$ cat config.mk
export PLATFORM = sky130hd
export DESIGN_NAME = mem_access_unit
export DESIGN_NICKNAME = d
export VERILOG_FILES = /design/src/rtl/mem_access_unit.sv
export SDC_FILE = /design/constraint.sdc
export NUM_CORES = 1
export LEC_CHECK = 0
export ABC_AREA = 1
export CAP_MARGIN = 15
export CORE_ASPECT_RATIO = 1.25
export CORE_UTILIZATION = 40
export DETAILED_ROUTE_END_ITERATION = 10
export DONT_BUFFER_PORTS = 1
export PLACE_DENSITY_LB_ADDON = 0.25
export SYNTH_ARGS = -nofsm -noshare
export SYNTH_HDL_FRONTEND = slang
export SYNTH_SLANG_ARGS = --single-unit
$ cat constraint.sdc
create_clock -name clk_i -period 4.9 [get_ports clk_i]
set_clock_uncertainty 0.05 [all_clocks]
set_input_delay 0.245 -clock clk_i [delete_from_list [all_inputs] [get_ports clk_i]]
set_output_delay 0.245 -clock clk_i [all_outputs]
set_load 0.01 [all_outputs]
$ cat src/rtl/mem_access_unit.sv
// mem_access_unit
//   Initiator side of the data-memory load/store port. Takes one request at a
//   time from the MEM stage, issues word-aligned read/write strobes, and returns
//   extended load data or an error. Byte/half stores use read-modify-write.
//   Little-endian: byte at address A sits in bits [7:0] of its word lane.
//
// Ports
//   clk_i, rst_i                       clock, async active-high reset
//   req_valid_i / req_ready_o          request handshake (ready only in IDLE)
//   req_we_i, req_size_i, req_unsigned_i, req_addr_i, req_wdata_i
//                                      request fields, latched on accept
//   resp_valid_o, resp_rdata_o, resp_err_o
//                                      one-cycle response; data/err hold until next response
//   mem_addr_o, mem_data_o, mem_read_o, mem_write_o
//                                      memory command side
//   mem_data_i, mem_ack_i              memory read data and completion
//
// state    | meaning
// ---------+------------------------------------------------------------
// S_IDLE   | ready for a request
// S_RD     | load read in flight
// S_RMW_RD | read half of a byte/half store
// S_WR     | write in flight (word store or merged RMW word)
// S_RESP   | one-cycle response to the pipeline
module mem_access_unit #(
   parameter int TIMEOUT = 16
) (
   input  logic        clk_i,
   input  logic        rst_i,
   input  logic        req_valid_i,
   output logic        req_ready_o,
   input  logic        req_we_i,
   input  logic [1:0]  req_size_i,
   input  logic        req_unsigned_i,
   input  logic [31:0] req_addr_i,
   input  logic [31:0] req_wdata_i,
   output logic        resp_valid_o,
   output logic [31:0] resp_rdata_o,
   output logic        resp_err_o,
   output logic [31:0] mem_addr_o,
   output logic [31:0] mem_data_o,
   output logic        mem_read_o,
   output logic        mem_write_o,
   input  logic [31:0] mem_data_i,
   input  logic        mem_ack_i
);

   localparam int CW = (TIMEOUT > 2) ? $clog2(TIMEOUT) : 1;
   localparam logic [CW-1:0] CNT_LAST = CW'(TIMEOUT - 1);

   typedef enum logic [2:0] {S_IDLE, S_RD, S_RMW_RD, S_WR, S_RESP} state_t;

   state_t         state;
   logic [CW-1:0]  cnt;
   logic [1:0]     a_q;
   logic [1:0]     size_q;
   logic           uns_q;
   logic [15:0]    wdata_q;
   logic           misaligned;

   assign misaligned = (req_size_i == 2'b11) ||
                       (req_size_i == 2'b01 && req_addr_i[0]) ||
                       (req_size_i == 2'b10 && req_addr_i[1:0] != 2'b00);

   function automatic logic [31:0] load_ext(input logic [31:0] w, input logic [1:0] a,
                                            input logic [1:0] sz, input logic uns);
      logic [7:0]  b;
      logic [15:0] h;
      logic [31:0] r;
      b = w[{a, 3'b000} +: 8];
      h = a[1] ? w[31:16] : w[15:0];
      case (sz)
         2'b00:   r = uns ? {24'h0, b} : {{24{b[7]}}, b};
         2'b01:   r = uns ? {16'h0, h} : {{16{h[15]}}, h};
         default: r = w;
      endcase
      return r;
   endfunction

   function automatic logic [31:0] merge(input logic [31:0] w, input logic [1:0] a,
                                         input logic [1:0] sz, input logic [15:0] d);
      logic [31:0] r;
      r = w;
      if (sz == 2'b00)
         r[{a, 3'b000} +: 8] = d[7:0];
      else if (a[1])
         r[31:16] = d;
      else
         r[15:0] = d;
      return r;
   endfunction

   always_ff @(posedge clk_i or posedge rst_i) begin
      if (rst_i) begin
         state        <= S_IDLE;
         cnt          <= '0;
         a_q          <= '0;
         size_q       <= '0;
         uns_q        <= 1'b0;
         wdata_q      <= '0;
         req_ready_o  <= 1'b1;
         resp_valid_o <= 1'b0;
         resp_rdata_o <= '0;
         resp_err_o   <= 1'b0;
         mem_addr_o   <= '0;
         mem_data_o   <= '0;
         mem_read_o   <= 1'b0;
         mem_write_o  <= 1'b0;
      end else begin
         case (state)
            S_IDLE: begin
               cnt <= '0;
               if (req_valid_i) begin
                  a_q         <= req_addr_i[1:0];
                  size_q      <= req_size_i;
                  uns_q       <= req_unsigned_i;
                  wdata_q     <= req_wdata_i[15:0];
                  req_ready_o <= 1'b0;
                  mem_addr_o  <= {req_addr_i[31:2], 2'b00};
                  if (misaligned) begin
                     state        <= S_RESP;
                     resp_valid_o <= 1'b1;
                     resp_err_o   <= 1'b1;
                     resp_rdata_o <= '0;
                  end else if (!req_we_i) begin
                     state      <= S_RD;
                     mem_read_o <= 1'b1;
                  end else if (req_size_i == 2'b10) begin
                     state       <= S_WR;
                     mem_write_o <= 1'b1;
                     mem_data_o  <= req_wdata_i;
                  end else begin
                     state      <= S_RMW_RD;
                     mem_read_o <= 1'b1;
                  end
               end
            end

            S_RD, S_RMW_RD, S_WR: begin
               if (mem_ack_i) begin
                  cnt        <= '0;
                  mem_read_o <= 1'b0;
                  if (state == S_RMW_RD) begin
                     // address stays put; only the strobe flips to write
                     state       <= S_WR;
                     mem_write_o <= 1'b1;
                     mem_data_o  <= merge(mem_data_i, a_q, size_q, wdata_q);
                  end else begin
                     state        <= S_RESP;
                     mem_write_o  <= 1'b0;
                     resp_valid_o <= 1'b1;
                     resp_err_o   <= 1'b0;
                     resp_rdata_o <= (state == S_RD) ? load_ext(mem_data_i, a_q, size_q, uns_q)
                                                     : 32'h0;
                  end
               end else if (cnt == CNT_LAST) begin
                  // abort: no write follows a timed-out RMW read
                  cnt          <= '0;
                  state        <= S_RESP;
                  mem_read_o   <= 1'b0;
                  mem_write_o  <= 1'b0;
                  resp_valid_o <= 1'b1;
                  resp_err_o   <= 1'b1;
                  resp_rdata_o <= '0;
               end else begin
                  cnt <= cnt + 1'b1;
               end
            end

            S_RESP: begin
               cnt          <= '0;
               state        <= S_IDLE;
               resp_valid_o <= 1'b0;
               req_ready_o  <= 1'b1;
            end

            default: begin
               state       <= S_IDLE;
               req_ready_o <= 1'b1;
               mem_read_o  <= 1'b0;
               mem_write_o <= 1'b0;
            end
         endcase
      end
   end

endmodule

# Word-level counts from Yosys, hierarchy flattened
# Cells that the tools add are included.
[word_totals]
wordCells = 118
inputBits = 104
rom_bits = 0
n_memories = 0
ff_bits = 127
mem_bits_rw = 0
latch_bits = 0
out_inout_bits = 101
[op_classes]
eq_ne = 19
addsub = 2
order_cmp = 0
n_shift = 3
n_mux = 58
n_div = 0
n_bitwise = 2
reduce_logical = 20
n_mul = 0
[op_table]
columns = ["operator", "n"]
rows = [
  ["2-to-1 mux 32 bit", 15],
  ["one-hot mux 32 bit (2 select lines)", 3],
  ["2-to-1 mux 16 bit", 3],
  ["bitwise mux 32 bit", 1],
  ["variable shift 8 x 7 -> 32 bit (first input constant)", 1],
  ["variable part select 32 x 6 -> 8 bit", 1],
  ["variable part select 8 x 7 -> 32 bit", 1],
  ["2-to-1 mux 1 bit", 21],
  ["2-to-1 mux 3 bit", 5],
  ["AND reduction 5 bit", 3],
  ["inequality test 2 bit (second input constant)", 7],
  ["inequality test 3 bit (second input constant)", 3],
  ["one-hot mux 1 bit (3 select lines)", 3],
  ["2-to-1 mux 4 bit", 2],
  ["one-hot mux 4 bit (2 select lines)", 1],
  ["negator 5 -> 7 bit", 1],
  ["AND reduction 7 bit", 1],
  ["== test 3 x 2 -> 1 bit (second input constant)", 2],
  ["one-hot mux 3 bit (2 select lines)", 1],
  ["AND reduction 2 bit", 3],
  ["AND reduction 6 bit", 1],
  ["nonzero test 2 bit", 3],
  ["adder 4 x 1 -> 4 bit (second input constant)", 1],
  ["== test 2 x 1 -> 1 bit (second input constant)", 2],
  ["other kinds (14)", 19],
]

# Longest topological paths before layout
[logic_depth]
ltp_word = 7
ltp_mapped = 13
depth_no_buf = 11

# Worst setup path before layout
# OpenSTA, ideal clock, no wires.
[synth_timing]
path_kind = "reg2reg"
start = "register a_q[1]"
end = "register mem_data_o[8]"
setup_ns = 0.065
t_arrival_ns = 1.897
setup_slack_ns = 2.888
t_required_ns = 4.785
synth_period_minus_slack_ns = 2.012
stages_incl_launch_ff = 13
path_buffers = 2
cell_sequence = "dfrtp_1 > inv_1 > buf_2 > buf_2 > ha_1 > clkinv_1 > nor2_1 > nand2_1 > nand2_1 > nand3_1 > nand2_1 > nand2_1 > nand2_1"
[synth_between]
elab_chain_cells = 7
elab_cells_between_ends = 9
cone_classes = "add/sub: 1; shift: 2; mux: 6"
[synth_rtl]
columns = ["item", "line", "rtl"]
rows = [
  ["start: declaration", "55", "logic [1:0] a_q;"],
  ["start signal: assignment", "114", "a_q <= req_addr_i[1:0];"],
  ["negator 5 -> 7 bit", "85", "r[{a, 3'b000} +: 8] = d[7:0];"],
  ["variable part select 8 x 7 -> 32 bit / variable shift 8 x 7 -> 32 bit (equally long branches)", "85", ""],
  ["bitwise mux 32 bit", "85", ""],
  ["2-to-1 mux 32 bit (*)", "84", "if (sz == 2'b00)"],
  ["2-to-1 mux 32 bit (*)", "143", "if (state == S_RMW_RD) begin"],
  ["2-to-1 mux 32 bit (*)", "140", "if (mem_ack_i) begin"],
  ["one-hot mux 32 bit (2 select lines) (*)", "110", "case (state)"],
  ["end signal: assignment", "131", "mem_data_o <= req_wdata_i;"],
  ["end signal: assignment", "147", "mem_data_o <= merge(mem_data_i, a_q, size_q, wdata_q);"],
  ["end: declaration", "41", "output logic [31:0] mem_data_o,"],
]
# Mark *: on every way between the ends. The rest lies on a longest branch, timed or not. The select of a mux whose other input is x is not followed.
# A chain may end at the register's enable or synchronous reset.

# Worst setup path in the final report
[layout_timing]
start = "register a_q[0]"
end = "register mem_data_o[8]"
[layout_between]
elab_chain_cells = 7
elab_cells_between_ends = 8
cone_classes = "add/sub: 1; shift: 2; mux: 5"
[layout_rtl]
columns = ["item", "line"]
rows = [
  ["negator 5 -> 7 bit (*)", "85"],
  ["variable part select 8 x 7 -> 32 bit / variable shift 8 x 7 -> 32 bit (equally long branches)", "85"],
  ["bitwise mux 32 bit (*)", "85"],
  ["2-to-1 mux 32 bit (*)", "84"],
  ["2-to-1 mux 32 bit (*)", "143"],
  ["2-to-1 mux 32 bit (*)", "140"],
  ["one-hot mux 32 bit (2 select lines) (*)", "110"],
]
# Marked as above.

==> out/qor.csv <==
metric,value,unit
status,finished clean,
setup_viol,0,
vdd_ir_drop_max,0.287,mV
antenna_found_initial,0,
multi_input_area,3750,µm²
cts_buffers,17,
wl,21500,µm
ys_warn_count,0,
whs,0.0122,ns
worst_slack,2.26,ns
synth_area_per_cell,7.41,µm²
synth_compound_area_share,4.96,%
finalNetCount,1163,
drc,0,
critPathKind,reg2reg,
area_delta_synth_final,18.7,%
tightest_slew,0.991,ns
n_fill_cell,1872,
clock_latency,0.42,ns
syn-cell-area,7420,µm²
cts_setup_buffers,0,
synth_fa_ha_area_share,1.01,%
dieArea,19100,µm²
timing.setup.tns,0,ns
grt_max_degree,85,
synth_edf_count,0,
coreArea,18200,µm²
hpwlAfterDp,15000,µm
tritoncts,yes,
holdPathStages,4,
drtPass1Iterations,5,
antennaDiodeCount,0,
yosys.area_share.simple,36.3,%
finalCritPeriodShare,53.9,%
routabilityCongestion,0.922,
row_count,55,
die_h,154,µm
die_x,124,µm
yosysSeqAreaShare,42.8,%
worst_setup_path_end_kind,register,
cp_data_required_time,5.22,ns
cts_resized,0,
fin_area,8810,µm²
drive_above_1_share,11.3,%
crit_path_start,a_q[0],
cts.path.max_buffers,2,
rsz0062_at_grt,false,
hold_violations,0,
initial_core_util,40.9,%
io_buffers,0,
vias_per_cell,5.05,
synthArstFlopShare,100,%
path_clk_slew,0.06,ns
grt_pass1_vias,6355,
clockRootBuffer,clkbuf_16,
regArea,3180,µm²
drt_iter0_drc,380,
ios,205,
synth_cell_type_count,32,
ys.flop_type,dfrtp_1,
setup.worst_path.start_class,register,
synth_xor_area_share,0.236,%
rr_startpoint,a_q[0],
ant_nets,0,
critical_path_peak_fanout,14,
synth_top_family_by_area,simple AND/OR/NAND/NOR gates,
drv_slew,0,
overflow,0,
ys_ff_latch,127,
slew_headroom,33.8,%
placed_area,7440,µm²
num_vias,6532,
dp_slack,1.99,ns
clock-sinks,127,
wl_per_cell,16.6,µm
timing.reg2reg.worst_path_depth,11,
p_leak,4.65,nW
period_needed,2.64,ns
maxCapViolCount,0,
grt_first_pass_wirelength,34600,µm
track_usage,23.7,%
hp-class,in2reg,
syn_inst,1002,
worstPathArrival,2.95,ns
min-delay-start,mem_data_i[12],
p_per_area,705,nW/µm²
muxShareOfSynthArea,7.94,%
htreeDepth,4,
fmax,0.379,GHz
per-stage QoR:
step	std cells	power, mW	util [%]
floorplan	1003	4.37	-
global placement	1186	4.84	41.0
detailed placement	1186	4.89	41.0
CTS	1292	6.25	48.4
global route	1293	6.75	48.5
finish	1293	6.21	48.5
worst max-delay path, cell delays in order, from the launching register on:
cell	delay, ns
dfrtp_1	0.69
inv_2	0.26
ha_1	0.32
clkinv_1	0.21
nand2_1	0.08
nor2_1	0.40
nand2_1	0.09
nand2_1	0.07
nand3_1	0.13
nand2_1	0.13
nand2_1	0.05
nand2_1	0.09
report_power, final:
group | total [mW] | switching [mW] | internal (mW)
clock | 1.28 | 0.506 | 0.770
sequential | 2.18 | 0.626 | 1.56
combinational | 2.75 | 1.75 | 0.996
area by class of cell:
class	instances	share of cell area [%]
Clock inverter	13	1.75
Inverter	50	2.22
Sequential cell	127	36.1
Tap cell	228	3.24
Multi-Input combinational cell	777	42.6
Clock buffer	18	4.99
Timing Repair Buffer	80	9.09
cells in the mapped netlist (all sizes together) (3+ instances only):
master / instances / share of area (%)
nand3: 83 / 5.8
nor2: 51 / 3.3
nand4: 3 / 0.42
inv: 47 / 2.4
clkbuf: 10 / 0.51
mux2: 46 / 7.9
o21ai: 31 / 2.1
buf: 39 / 3.6
ha: 6 / 1.0
dfrtp: 126 / 42
a21oi: 37 / 2.5
clkinv: 3 / 0.15
nand2: 511 / 27
path summary, 6_finish.rpt:
check / to / slack [ns]
max: mem_data_o[8] / 2.26
min: resp_rdata_o[12] / 0.01
max reg2reg: mem_data_o[8] / 2.26
min reg2reg: size_q[0] / 0.45
max in group asynchronous: req_ready_o / 3.33
min in group asynchronous: mem_addr_o[20] / 0.40
metal layers:
metal | vias up | routed length, µm | track usage [%]
met5 | - | 0 | 0
met2 | 216 | 10400 | 37.5
met1 | 3034 | 9090 | 30.9
li1 | 3254 | - | -
met3 | 28 | 1600 | 6.19
met4 | 0 | 422 | 8.09
registers in the layout, summed over array words and instances (netlist names):
signal / flops
resp_err_o: 1
uns_q: 1
resp_valid_o: 1
state: 3
mem_write_o: 1
cnt: 4
resp_rdata_o: 32
a_q: 2
mem_addr_o: 30
mem_data_o: 32
mem_read_o: 1
size_q: 2
req_ready_o: 1
wdata_q: 16
what timing repair did:
item	4_1_cts	5_1_grt
hold buffers	75	0
endpoints found under the hold margin	172	0
setup endpoints to repair	0	0
cell usage in the layout, fill, tap and decap left out, types with 15 or more instances in the layout:
cell,count
a21oi_1,37
dfrtp_1,126
nor2_1,41
nand3_1,82
clkbuf_16,17
mux2_2,27
o21ai_0,31
nand2_2,15
inv_1,41
nand2_1,493
dlygate4sd3_1,75
mux2_4,19
cell families (layout without fill, tap and decap cells):
| group | count (synthesis) | in the layout |
|---|---|---|
| muxes | 46 | 46 |
| DFF | 127 | 127 |
| buffers and inverters | 99 | 161 |
| AOI/OAI and AO/OA | 71 | 71 |
| and+or+nand+nor | 650 | 650 |
| adders and majority gates | 6 | 6 |
| xor gates and xnor gates | 2 | 2 |
| other | 1 | 2 |
Power figures use the tool's default switching activity.
